## config.mk

```make
export PLATFORM = sky130hd
export DESIGN_NAME = ex_unit_flat
export DESIGN_NICKNAME = d
export VERILOG_FILES = /design/src/rtl/ex_unit_pkg.sv /design/src/rtl/ex_unit_if.sv /design/src/rtl/ex_divider.sv /design/src/rtl/ex_unit.sv /design/src/flat_wrapper.sv
export SDC_FILE = /design/constraint.sdc
export NUM_CORES = 1
export LEC_CHECK = 0
export ABC_AREA = 1
export CAP_MARGIN = 20
export CELL_PAD_IN_SITES_DETAIL_PLACEMENT = 1
export CELL_PAD_IN_SITES_GLOBAL_PLACEMENT = 1
export CORE_AREA = 2 2 180 252
export CTS_BUF_LIST = sky130_fd_sc_hd__clkbuf_2
export DETAILED_ROUTE_END_ITERATION = 6
export DIE_AREA = 0 0 182 254
export PLACE_DENSITY_LB_ADDON = 0.08
export SYNTH_ARGS = -nofsm -noshare
export SYNTH_HDL_FRONTEND = slang
export SYNTH_SLANG_ARGS = --single-unit
```

## constraint.sdc

```tcl
create_clock -name clk -period 13 [get_ports clk]
set_input_delay 3.9 -clock clk [delete_from_list [all_inputs] [get_ports clk]]
set_output_delay 3.9 -clock clk [all_outputs]
set_load 0.05 [all_outputs]
```

## src/rtl/ex_unit_pkg.sv

```systemverilog
// ex_unit_pkg: shared bus sizes, alu/div op indices, ID->EX payload layout and divider states
package ex_unit_pkg;
    localparam int ID_TO_EX_BUS_SIZE = 155;
    localparam int EX_TO_ME_BUS_SIZE = 76;
    localparam int ALU_ADD  = 0;
    localparam int ALU_SUB  = 1;
    localparam int ALU_SLT  = 2;
    localparam int ALU_SLTU = 3;
    localparam int ALU_AND  = 4;
    localparam int ALU_NOR  = 5;
    localparam int ALU_OR   = 6;
    localparam int ALU_XOR  = 7;
    localparam int ALU_SLL  = 8;
    localparam int ALU_SRL  = 9;
    localparam int ALU_SRA  = 10;
    localparam int ALU_LUI  = 11;
    localparam int DIV_W    = 0;
    localparam int MOD_W    = 1;
    localparam int DIV_WU   = 2;
    localparam int MOD_WU   = 3;
    typedef enum logic [1:0] {DIV_IDLE, DIV_BUSY, DIV_DONE} div_state_e;
    typedef struct packed {
        logic [31:0] pc;
        logic [11:0] alu_op;
        logic [3:0]  div_op;
        logic [31:0] src1;
        logic [31:0] src2;
        logic [31:0] rkd_value;
        logic        mem_we;
        logic        mem_b;
        logic        mem_h;
        logic        mem_signed;
        logic        res_from_mem;
        logic        gr_we;
        logic [4:0]  dest;
    } id_ex_t;
    function automatic logic [31:0] apply_sign(input logic neg, input logic [31:0] v);
        return neg ? -v : v;
    endfunction
endpackage

```

## src/rtl/ex_unit_if.sv

```systemverilog
// ex_unit_if: ID->EX input bus, EX->ME output bus, forwarding info and data-SRAM request.
//   slave  : seen by ex_unit (receives ID bus and ME_Allow_in, drives everything else)
//   master : seen by the surrounding pipeline / bench
interface ex_unit_if;
    import ex_unit_pkg::*;
    logic                         ID_to_EX_Valid;
    logic [ID_TO_EX_BUS_SIZE-1:0] ID_to_EX_Bus;
    logic                         ME_Allow_in;
    logic                         EX_Allow_in;
    logic                         EX_to_ME_Valid;
    logic [EX_TO_ME_BUS_SIZE-1:0] EX_to_ME_Bus;
    logic [4:0]                   EX_dest;
    logic [31:0]                  EX_Forward_Res;
    logic                         EX_Fwd_Block;
    logic                         data_sram_en;
    logic [3:0]                   data_sram_we;
    logic [31:0]                  data_sram_addr;
    logic [31:0]                  data_sram_wdata;
    modport slave (
        input  ID_to_EX_Valid, ID_to_EX_Bus, ME_Allow_in,
        output EX_Allow_in, EX_to_ME_Valid, EX_to_ME_Bus, EX_dest, EX_Forward_Res,
               EX_Fwd_Block, data_sram_en, data_sram_we, data_sram_addr, data_sram_wdata
    );
    modport master (
        output ID_to_EX_Valid, ID_to_EX_Bus, ME_Allow_in,
        input  EX_Allow_in, EX_to_ME_Valid, EX_to_ME_Bus, EX_dest, EX_Forward_Res,
               EX_Fwd_Block, data_sram_en, data_sram_we, data_sram_addr, data_sram_wdata
    );
endinterface

```

## src/rtl/ex_divider.sv

```systemverilog
// ex_divider: 32-cycle restoring divider with IDLE/BUSY/DONE control.
//   clk, reset (async, active-high); start: request (taken in IDLE); signed_op: signed div/mod;
//   dividend, divisor: operands; ack: result consumed (DONE -> IDLE);
//   busy, done: state flags; quotient, remainder: signed-corrected results, held in DONE.
module ex_divider
    import ex_unit_pkg::*;
(
    input  logic        clk,
    input  logic        reset,
    input  logic        start,
    input  logic        signed_op,
    input  logic [31:0] dividend,
    input  logic [31:0] divisor,
    input  logic        ack,
    output logic        busy,
    output logic        done,
    output logic [31:0] quotient,
    output logic [31:0] remainder
);
    div_state_e  state, next;
    logic [4:0]  cnt;
    logic [31:0] rem, quo, dsr;
    logic        q_neg, r_neg, dz;
    logic [32:0] diff;
    always_ff @(posedge clk or posedge reset)
        if (reset) state <= DIV_IDLE;
        else       state <= next;
    always_comb begin
        next = state;
        case (state)
            DIV_IDLE: next = start ? DIV_BUSY : DIV_IDLE;
            DIV_BUSY: next = (cnt == 5'd0) ? DIV_DONE : DIV_BUSY;
            DIV_DONE: next = ack ? DIV_IDLE : DIV_DONE;
            default:  next = DIV_IDLE;
        endcase
    end
    // quo doubles as the dividend shift register: its MSB shifts into rem each step
    assign diff = {rem, quo[31]} - {1'b0, dsr};
    always_ff @(posedge clk or posedge reset)
        if (reset) begin
            cnt   <= '0;
            rem   <= '0;
            quo   <= '0;
            dsr   <= '0;
            q_neg <= 1'b0;
            r_neg <= 1'b0;
            dz    <= 1'b0;
        end else if (state == DIV_IDLE && start) begin
            cnt   <= 5'd31;
            rem   <= '0;
            quo   <= apply_sign(signed_op && dividend[31], dividend);
            dsr   <= apply_sign(signed_op && divisor[31], divisor);
            q_neg <= signed_op && (dividend[31] ^ divisor[31]);
            r_neg <= signed_op && dividend[31];
            dz    <= divisor == 32'd0;
        end else if (state == DIV_BUSY) begin
            cnt <= cnt - 5'd1;
            rem <= diff[32] ? {rem[30:0], quo[31]} : diff[31:0];
            quo <= {quo[30:0], ~diff[32]};
        end
    assign busy      = state == DIV_BUSY;
    assign done      = state == DIV_DONE;
    // divide-by-zero yields all-ones quotient regardless of sign; remainder naturally equals src1
    assign quotient  = dz ? 32'hFFFF_FFFF : apply_sign(q_neg, quo);
    assign remainder = apply_sign(r_neg, rem);
endmodule

```

## src/rtl/ex_unit.sv

```systemverilog
// ex_unit: LoongArch32 execute stage - ALU, optional iterative divider, data-SRAM request, EX->ME bus.
//   clk, reset (async, active-high)
//   bus (ex_unit_if.slave): ID_to_EX_Valid/Bus in, ME_Allow_in in; EX_Allow_in, EX_to_ME_Valid/Bus,
//   EX_dest, EX_Forward_Res, EX_Fwd_Block, data_sram_en/we/addr/wdata out.
//   Define EX_DIVIDER_EN to build the divider; otherwise div ops complete in one cycle with result 0.
module ex_unit
    import ex_unit_pkg::*;
(
    input logic     clk,
    input logic     reset,
    ex_unit_if.slave bus
);
    id_ex_t      id_in, ex;
    logic        ex_valid, ready_go, allow_in, fire, sub_word;
    logic [31:0] sum, alu_res, div_res, result;
    logic [4:0]  sh;
    logic [1:0]  off;
    logic [4:0]  dest_flag;
    assign id_in    = bus.ID_to_EX_Bus;
    assign allow_in = !ex_valid || (ready_go && bus.ME_Allow_in);
    always_ff @(posedge clk or posedge reset)
        if (reset) begin
            ex_valid <= 1'b0;
            ex       <= '0;
        end else begin
            if (allow_in) ex_valid <= bus.ID_to_EX_Valid;
            if (allow_in && bus.ID_to_EX_Valid) ex <= id_in;
        end
    assign sum = ex.src1 + ex.src2;
    assign sh  = ex.src2[4:0];
    // one-hot select: all-zero alu_op yields 0
    always_comb begin
        alu_res = '0;
        alu_res |= {32{ex.alu_op[ALU_ADD]}}  & sum;
        alu_res |= {32{ex.alu_op[ALU_SUB]}}  & (ex.src1 - ex.src2);
        alu_res |= {32{ex.alu_op[ALU_SLT]}}  & {31'd0, $signed(ex.src1) < $signed(ex.src2)};
        alu_res |= {32{ex.alu_op[ALU_SLTU]}} & {31'd0, ex.src1 < ex.src2};
        alu_res |= {32{ex.alu_op[ALU_AND]}}  & (ex.src1 & ex.src2);
        alu_res |= {32{ex.alu_op[ALU_NOR]}}  & ~(ex.src1 | ex.src2);
        alu_res |= {32{ex.alu_op[ALU_OR]}}   & (ex.src1 | ex.src2);
        alu_res |= {32{ex.alu_op[ALU_XOR]}}  & (ex.src1 ^ ex.src2);
        alu_res |= {32{ex.alu_op[ALU_SLL]}}  & (ex.src1 << sh);
        alu_res |= {32{ex.alu_op[ALU_SRL]}}  & (ex.src1 >> sh);
        alu_res |= {32{ex.alu_op[ALU_SRA]}}  & 32'($signed(ex.src1) >>> sh);
        alu_res |= {32{ex.alu_op[ALU_LUI]}}  & ex.src2;
    end
`ifdef EX_DIVIDER_EN
    logic        div_busy, div_done;
    logic [31:0] quo, rem;
    ex_divider u_div (
        .clk      (clk),
        .reset    (reset),
        .start    (ex_valid && |ex.div_op && !div_busy && !div_done),
        .signed_op(ex.div_op[DIV_W] | ex.div_op[MOD_W]),
        .dividend (ex.src1),
        .divisor  (ex.src2),
        .ack      (bus.EX_to_ME_Valid && bus.ME_Allow_in),
        .busy     (div_busy),
        .done     (div_done),
        .quotient (quo),
        .remainder(rem)
    );
    assign ready_go = ~|ex.div_op || div_done;
    assign div_res  = (ex.div_op[DIV_W] | ex.div_op[DIV_WU]) ? quo : rem;
`else
    assign ready_go = 1'b1;
    assign div_res  = '0;
`endif
    assign result   = |ex.div_op ? div_res : alu_res;
    assign off      = sum[1:0];
    assign sub_word = ex.mem_b | ex.mem_h;
    // gated by ME_Allow_in so a stalled EX never repeats the request
    assign fire      = ex_valid && ready_go && bus.ME_Allow_in && (ex.res_from_mem || ex.mem_we);
    assign dest_flag = (ex.res_from_mem && sub_word) ? {ex.mem_signed, ex.mem_b, ex.mem_h, off} : 5'd0;
    assign bus.EX_Allow_in     = allow_in;
    assign bus.EX_to_ME_Valid  = ex_valid && ready_go;
    assign bus.EX_to_ME_Bus    = {dest_flag, ex.pc, result, ex.res_from_mem, ex.gr_we, ex.dest};
    assign bus.EX_dest         = ex.dest & {5{ex_valid && ex.gr_we}};
    assign bus.EX_Forward_Res  = result & {32{ex.gr_we}};
    assign bus.EX_Fwd_Block    = ex_valid && (ex.res_from_mem || !ready_go);
    assign bus.data_sram_en    = fire;
    assign bus.data_sram_we    = !(fire && ex.mem_we) ? 4'h0 :
                                 ex.mem_b ? 4'b0001 << off :
                                 ex.mem_h ? 4'b0011 << {off[1], 1'b0} : 4'hF;
    assign bus.data_sram_addr  = sum;
    assign bus.data_sram_wdata = ex.mem_b ? {4{ex.rkd_value[7:0]}} :
                                 ex.mem_h ? {2{ex.rkd_value[15:0]}} : ex.rkd_value;
endmodule

```

## src/flat_wrapper.sv

```systemverilog
// flat-port wrapper written by rule: the top's interface ports become plain ports
module ex_unit_flat import ex_unit_pkg::*;
  (clk, reset, bus_ID_to_EX_Valid, bus_ID_to_EX_Bus, bus_ME_Allow_in, bus_EX_Allow_in, bus_EX_to_ME_Valid, bus_EX_to_ME_Bus, bus_EX_dest, bus_EX_Forward_Res, bus_EX_Fwd_Block, bus_data_sram_en, bus_data_sram_we, bus_data_sram_addr, bus_data_sram_wdata);
  ex_unit_if bus_i ();
  input logic clk;
  input logic reset;
  input wire logic [$bits(bus_i.ID_to_EX_Valid)-1:0] bus_ID_to_EX_Valid;
  input wire logic [$bits(bus_i.ID_to_EX_Bus)-1:0] bus_ID_to_EX_Bus;
  input wire logic [$bits(bus_i.ME_Allow_in)-1:0] bus_ME_Allow_in;
  output wire logic [$bits(bus_i.EX_Allow_in)-1:0] bus_EX_Allow_in;
  output wire logic [$bits(bus_i.EX_to_ME_Valid)-1:0] bus_EX_to_ME_Valid;
  output wire logic [$bits(bus_i.EX_to_ME_Bus)-1:0] bus_EX_to_ME_Bus;
  output wire logic [$bits(bus_i.EX_dest)-1:0] bus_EX_dest;
  output wire logic [$bits(bus_i.EX_Forward_Res)-1:0] bus_EX_Forward_Res;
  output wire logic [$bits(bus_i.EX_Fwd_Block)-1:0] bus_EX_Fwd_Block;
  output wire logic [$bits(bus_i.data_sram_en)-1:0] bus_data_sram_en;
  output wire logic [$bits(bus_i.data_sram_we)-1:0] bus_data_sram_we;
  output wire logic [$bits(bus_i.data_sram_addr)-1:0] bus_data_sram_addr;
  output wire logic [$bits(bus_i.data_sram_wdata)-1:0] bus_data_sram_wdata;
  assign bus_i.ID_to_EX_Valid = bus_ID_to_EX_Valid;
  assign bus_i.ID_to_EX_Bus = bus_ID_to_EX_Bus;
  assign bus_i.ME_Allow_in = bus_ME_Allow_in;
  assign bus_EX_Allow_in = bus_i.EX_Allow_in;
  assign bus_EX_to_ME_Valid = bus_i.EX_to_ME_Valid;
  assign bus_EX_to_ME_Bus = bus_i.EX_to_ME_Bus;
  assign bus_EX_dest = bus_i.EX_dest;
  assign bus_EX_Forward_Res = bus_i.EX_Forward_Res;
  assign bus_EX_Fwd_Block = bus_i.EX_Fwd_Block;
  assign bus_data_sram_en = bus_i.data_sram_en;
  assign bus_data_sram_we = bus_i.data_sram_we;
  assign bus_data_sram_addr = bus_i.data_sram_addr;
  assign bus_data_sram_wdata = bus_i.data_sram_wdata;
  ex_unit u_core (.clk(clk), .reset(reset), .bus(bus_i));
endmodule
```

## Yosys cells after proc, flatten, opt, wreduce, memory -nomap -nowiden

Cells that the tools add are included.

- Bits in registers: 156
- Bits in latches: 0
- Bits in writable memories: 0
- Memory bits (read-only): 0
- Output and inout port bits: 185
- Logic and storage cells: 71
- Memories: 0

- $add $sub $neg: 2
- $mul: 0
- Div/mod/pow operators: 0
- Order comparisons: 2
- Equality and inequality tests: 0
- Shift-type cells: 5
- Mux-type cells: 7
- Bitwise operators: 30
- Reductions and logical operators: 11

Operator list:

| operator | number |
|---|---|
| 32-bit bitwise AND | 12 |
| 32-bit OR | 12 |
| 32-bit 2-to-1 mux | 3 |
| 32-bit by 1-bit bitwise AND with 32-bit output | 2 |
| 32-bit < comparator | 2 |
| 32-bit adder | 1 |
| 32-bit inverter | 1 |
| 32-bit by 5-bit left shift with 32-bit output | 1 |
| 32-bit by 5-bit right shift with 32-bit output | 1 |
| 32-bit by 5-bit >>> shifter with 32-bit output | 1 |
| 32-bit subtractor | 1 |
| 32-bit XOR | 1 |
| 4-bit 2-to-1 mux | 3 |
| 1-bit logical AND | 7 |
| 5-bit bitwise AND | 1 |
| 5-bit 2-to-1 mux | 1 |
| 4-bit OR reduction | 1 |
| 1-bit by 2-bit left shift with 4-bit output (first input constant) | 1 |
| 2-bit by 2-bit left shift with 4-bit output (first input constant) | 1 |
| 1-bit logical OR | 2 |
| 1-bit zero test | 1 |
| 1-bit OR | 1 |

## Logic depth before layout (Yosys ltp)

- Word-level depth: 15
- Depth in mapped cells: 21
- Gate-level depth less buffers: 18

## Worst setup path after synthesis

No wires, ideal clock.

- Kind: input to output
- Start: in bus_ME_Allow_in
- End: out bus_data_sram_we[3]
- Data arrival time: 4929 ps
- Data required time: 9100 ps
- Slack: 4171 ps
- Cell stages on the path: 3
- Buffers on the path: 0
- Cell sequence: and3_1 > o21ai_0 > a21oi_1

- Cells in the longest elaborated chain, start to end: 4

RTL lines:

| element | line | RTL |
|---|---|---|
| start: declaration | flat_wrapper.sv:9 | `input wire logic [$bits(bus_i.ME_Allow_in)-1:0] bus_ME_Allow_in;` |
| 1-bit logical AND (2 in series) | ex_unit.sv:73 | `assign fire = ex_valid && ready_go && bus.ME_Allow_in && (ex.res_from_mem \|\| ex.mem_we);` |
| 1-bit logical AND | ex_unit.sv:82 | `assign bus.data_sram_we = !(fire && ex.mem_we) ? 4'h0 :` |
| 4-bit 2-to-1 mux | ex_unit.sv:82 |  |
| end: declaration | flat_wrapper.sv:17 | `output wire logic [$bits(bus_i.data_sram_we)-1:0] bus_data_sram_we;` |

Every way passes these cells.

## Worst setup path in the final report

- Start: in bus_ME_Allow_in
- End: out bus_data_sram_we[2]

The elaborated chain is that of the path after synthesis.

==> out/metrics.yaml <==
critical_path:
  reg2reg_slack_ps: 10200
  cp.required_ps: 9100
  setup.worst_path.start_class: "primary input"
  worstPathArrival_ps: 5730
  crit_type: "primary input to output port"
  reg2reg_to: "u_core.bus.EX_to_ME_Bus[55]"
  regToRegStartpoint: "u_core.bus.EX_to_ME_Valid"
  crit_path_end_kind: "output port"
  crit_fanout: 2
  worstRegToRegCells: 4
die:
  die_h_um: 254
  coreArea_um2: 43950
  fp.dieW_um: 182
  dieArea_um2: 46230
  io_pins: 344
  start_util: 0.3955
  rows: 91
power:
  p_switching_uw: 1934
  pwr-share-seq: 0.201
  vdd_drop_max_v: 0.00008334
  p_leak_uw: 0.01045
  pwr_density_cell_nw_per_um2: 155.1
  power_frac_clock: 0.098
  internal_power_uw: 1299
  p_comb_frac: 0.701
  switching_share: 0.5982
clocking:
  post_cts_resized: 0
  ctsHoldBuffers: 0
  cts_buffers: 17
  clock_latency_ps: 960
  clockBufferDepth: 2
  cts_max_level: 4
  cts_setup_buffers: 0
  clk_pin_slew_worst_paths_ps: 240
  clk_root_buffer_cell: "clkbuf_2"
  cts_sinks: 156
  cts_tree: "done"
global_route:
  use_met3: 0.06850
  grt.total_usage: 0.3748
  grt_max_degree: 91
  grtUsageMet1: 0.4063
  antenna_found_initial: 4
  grt_pass1_vias: 21850
  grt_pass1_wl_mm: 129.8
  grt-ovfl-total: 0
  use_met2: 0.6674
  top_usage_layer: "met2"
sta:
  timing.setup.tns_ps: 0
  setup_viol: 0
  relSlewSlack: 0.2653
  hold_viol: 0
  period_needed_ps: 9629
  clock.fmax_mhz: 103.9
  fin_hold_ws_ps: 540.2
  drv_slew: 0
  worst_slew_pin_slew_ps: 1093
  clock_skew_ps: 54.70
  fin_crit_sh: 0.7407
  rsz0062_at_grt: "false"
worst_hold_path:
  min_path_cells: 1
  hold_start: "u_core.bus.EX_to_ME_Bus[51]"
  worst_hold_path.endpoint: "u_core.bus.EX_to_ME_Bus[51]"
  hp-class: "register to register"
finish:
  area_delta_synth_final_pct: 19.92
  final_common_cell: "nand2_1"
  layout_common_cells: "nand2_1 (733), nand3_1 (415), clkdlybuf4s50_1 (343)"
  layout-drive-gt1-share: 0.06151
  final_nets: 3285
detailed_routing:
  drt_pass1_iterations: 5
  wl_mm: 87.25
  wl_per_cell_um: 24.22
  routed_via_density: 5.722
  antenna_violating_nets_post_route: 0
  drtIter0Drc: 1240
  dr_total_vias: 20610
  drc: 0
yosys:
  avgSynthCellArea_um2: 6.134
  ys_seq_area_frac: 0.2246
  synthesis.nets: 3092
  synth_cell_types: 54
  synth_edf_count: 0
  syn_inst: 2834
  ys_seq_elements: 156
  syn-cell-area_um2: 17380
  async_flop_share: 1.000
  ys_warn_count: 0
  synth_flop_cell: "dfrtp_1"
place:
  gp_congestion: 1.009
  io_buffers: 343
  dp_hpwl_mm: 71.12
run_status:
  status: "finished clean"
flow_run:
  max_cap_violations: 0
## kinds of logic after synthesis
logic type,share of synthesized area
simple gates,0.3989
buf+inv,0.1406
xor+xnor,0.008925
mux,0.04146
compound gates,0.1134
flops,0.2246
fa+ha+maj,0.07212
## final cells by class
type | instances | area (µm²)
inverters | 346 | 1311
fillers | 5989 | 23100
multi-input cells | 2139 | 11050
flip-flops and latches | 156 | 3908
well taps | 558 | 698.2
clock inverters | 14 | 167.7
repair buffers | 367 | 3613
clock buffers | 18 | 90.09
diodes | 4 | 10.01
## cell usage after synthesis (5+ instances only)
cell	count	share of area
nor3_1	16	0.0046
ha_1	97	0.070
buf_1	11	0.0024
o221ai_1	8	0.0040
inv_1	338	0.073
inv_2	5	0.0011
nand3_2	6	0.0035
nor2_1	333	0.072
buf_2	69	0.020
o21ai_0	90	0.026
o211ai_1	18	0.0078
dfrtp_1	156	0.22
o22ai_1	19	0.0068
nand2_2	26	0.0094
and3_1	5	0.0018
nand3_1	415	0.12
nand2_1	734	0.16
and2_1	25	0.0090
a211oi_1	6	0.0026
nand3b_1	6	0.0026
nand4_1	24	0.0086
o21ai_1	16	0.0046
buf_4	66	0.029
buf_6	7	0.0045
o21bai_1	8	0.0035
xor2_1	13	0.0066
nor4_1	5	0.0018
mux2_2	62	0.040
a21oi_1	161	0.046
clkbuf_1	38	0.0082
## layer usage
layer  vias to the layer above  wire length (µm)
met5                         -                 0
met4                         0              6245
met3                       241              5549
met2                       793             43060
met1                     10110             32390
li1                       9466                 -
## power by group through the flow
stage	combinational (µW)	clock (µW)	sequential, µW
5_1_grt	2420	340	657
6_report	2270	317	650
3_3_place_gp	2200	0	650
4_1_cts	2240	327	647
3_5_place_dp	2230	0	655
2_1_floorplan	1520	0	605
## sequential cells by signal, summed over array words and instances (netlist names)
name / cells
u_core.bus.EX_to_ME_Bus: 39
u_core.ex: 116
u_core.bus.EX_to_ME_Valid: 1
## worst max path at each step
| stage | cells after the start | from | endpoint |
|---|---|---|---|
| floorplan | 3 | bus_ME_Allow_in | bus_data_sram_we[3] |
| global placement | 5 | bus_ME_Allow_in | bus_data_sram_we[2] |
| detailed placement | 5 | bus_ME_Allow_in | bus_data_sram_we[2] |
| CTS | 5 | bus_ME_Allow_in | bus_data_sram_we[2] |
| global route | 5 | bus_ME_Allow_in | bus_data_sram_we[2] |
| finish | 5 | bus_ME_Allow_in | bus_data_sram_we[2] |
## stage by stage
stage          area [µm²]  setup WS, ps  utilization  total power (µW)  std cells
6_report            20850          3371       0.4743              3233       3602
5_1_grt             20840          3312       0.4743              3417       3601
3_5_place_dp        20580          3403       0.4682              2887       3566
4_1_cts             20840          3400       0.4741              3215       3598
3_3_place_gp        20580          3410       0.4682              2847       3566
2_1_floorplan       17380          4171            -              2122       2834
## worst max-delay path, cell delays in order
cell,delay [ps]
clkdlybuf4s50_1,490
and3_1,190
o21ai_0,140
a21oi_1,150
clkdlybuf4s50_1,850
Power figures use the tool's default switching activity.
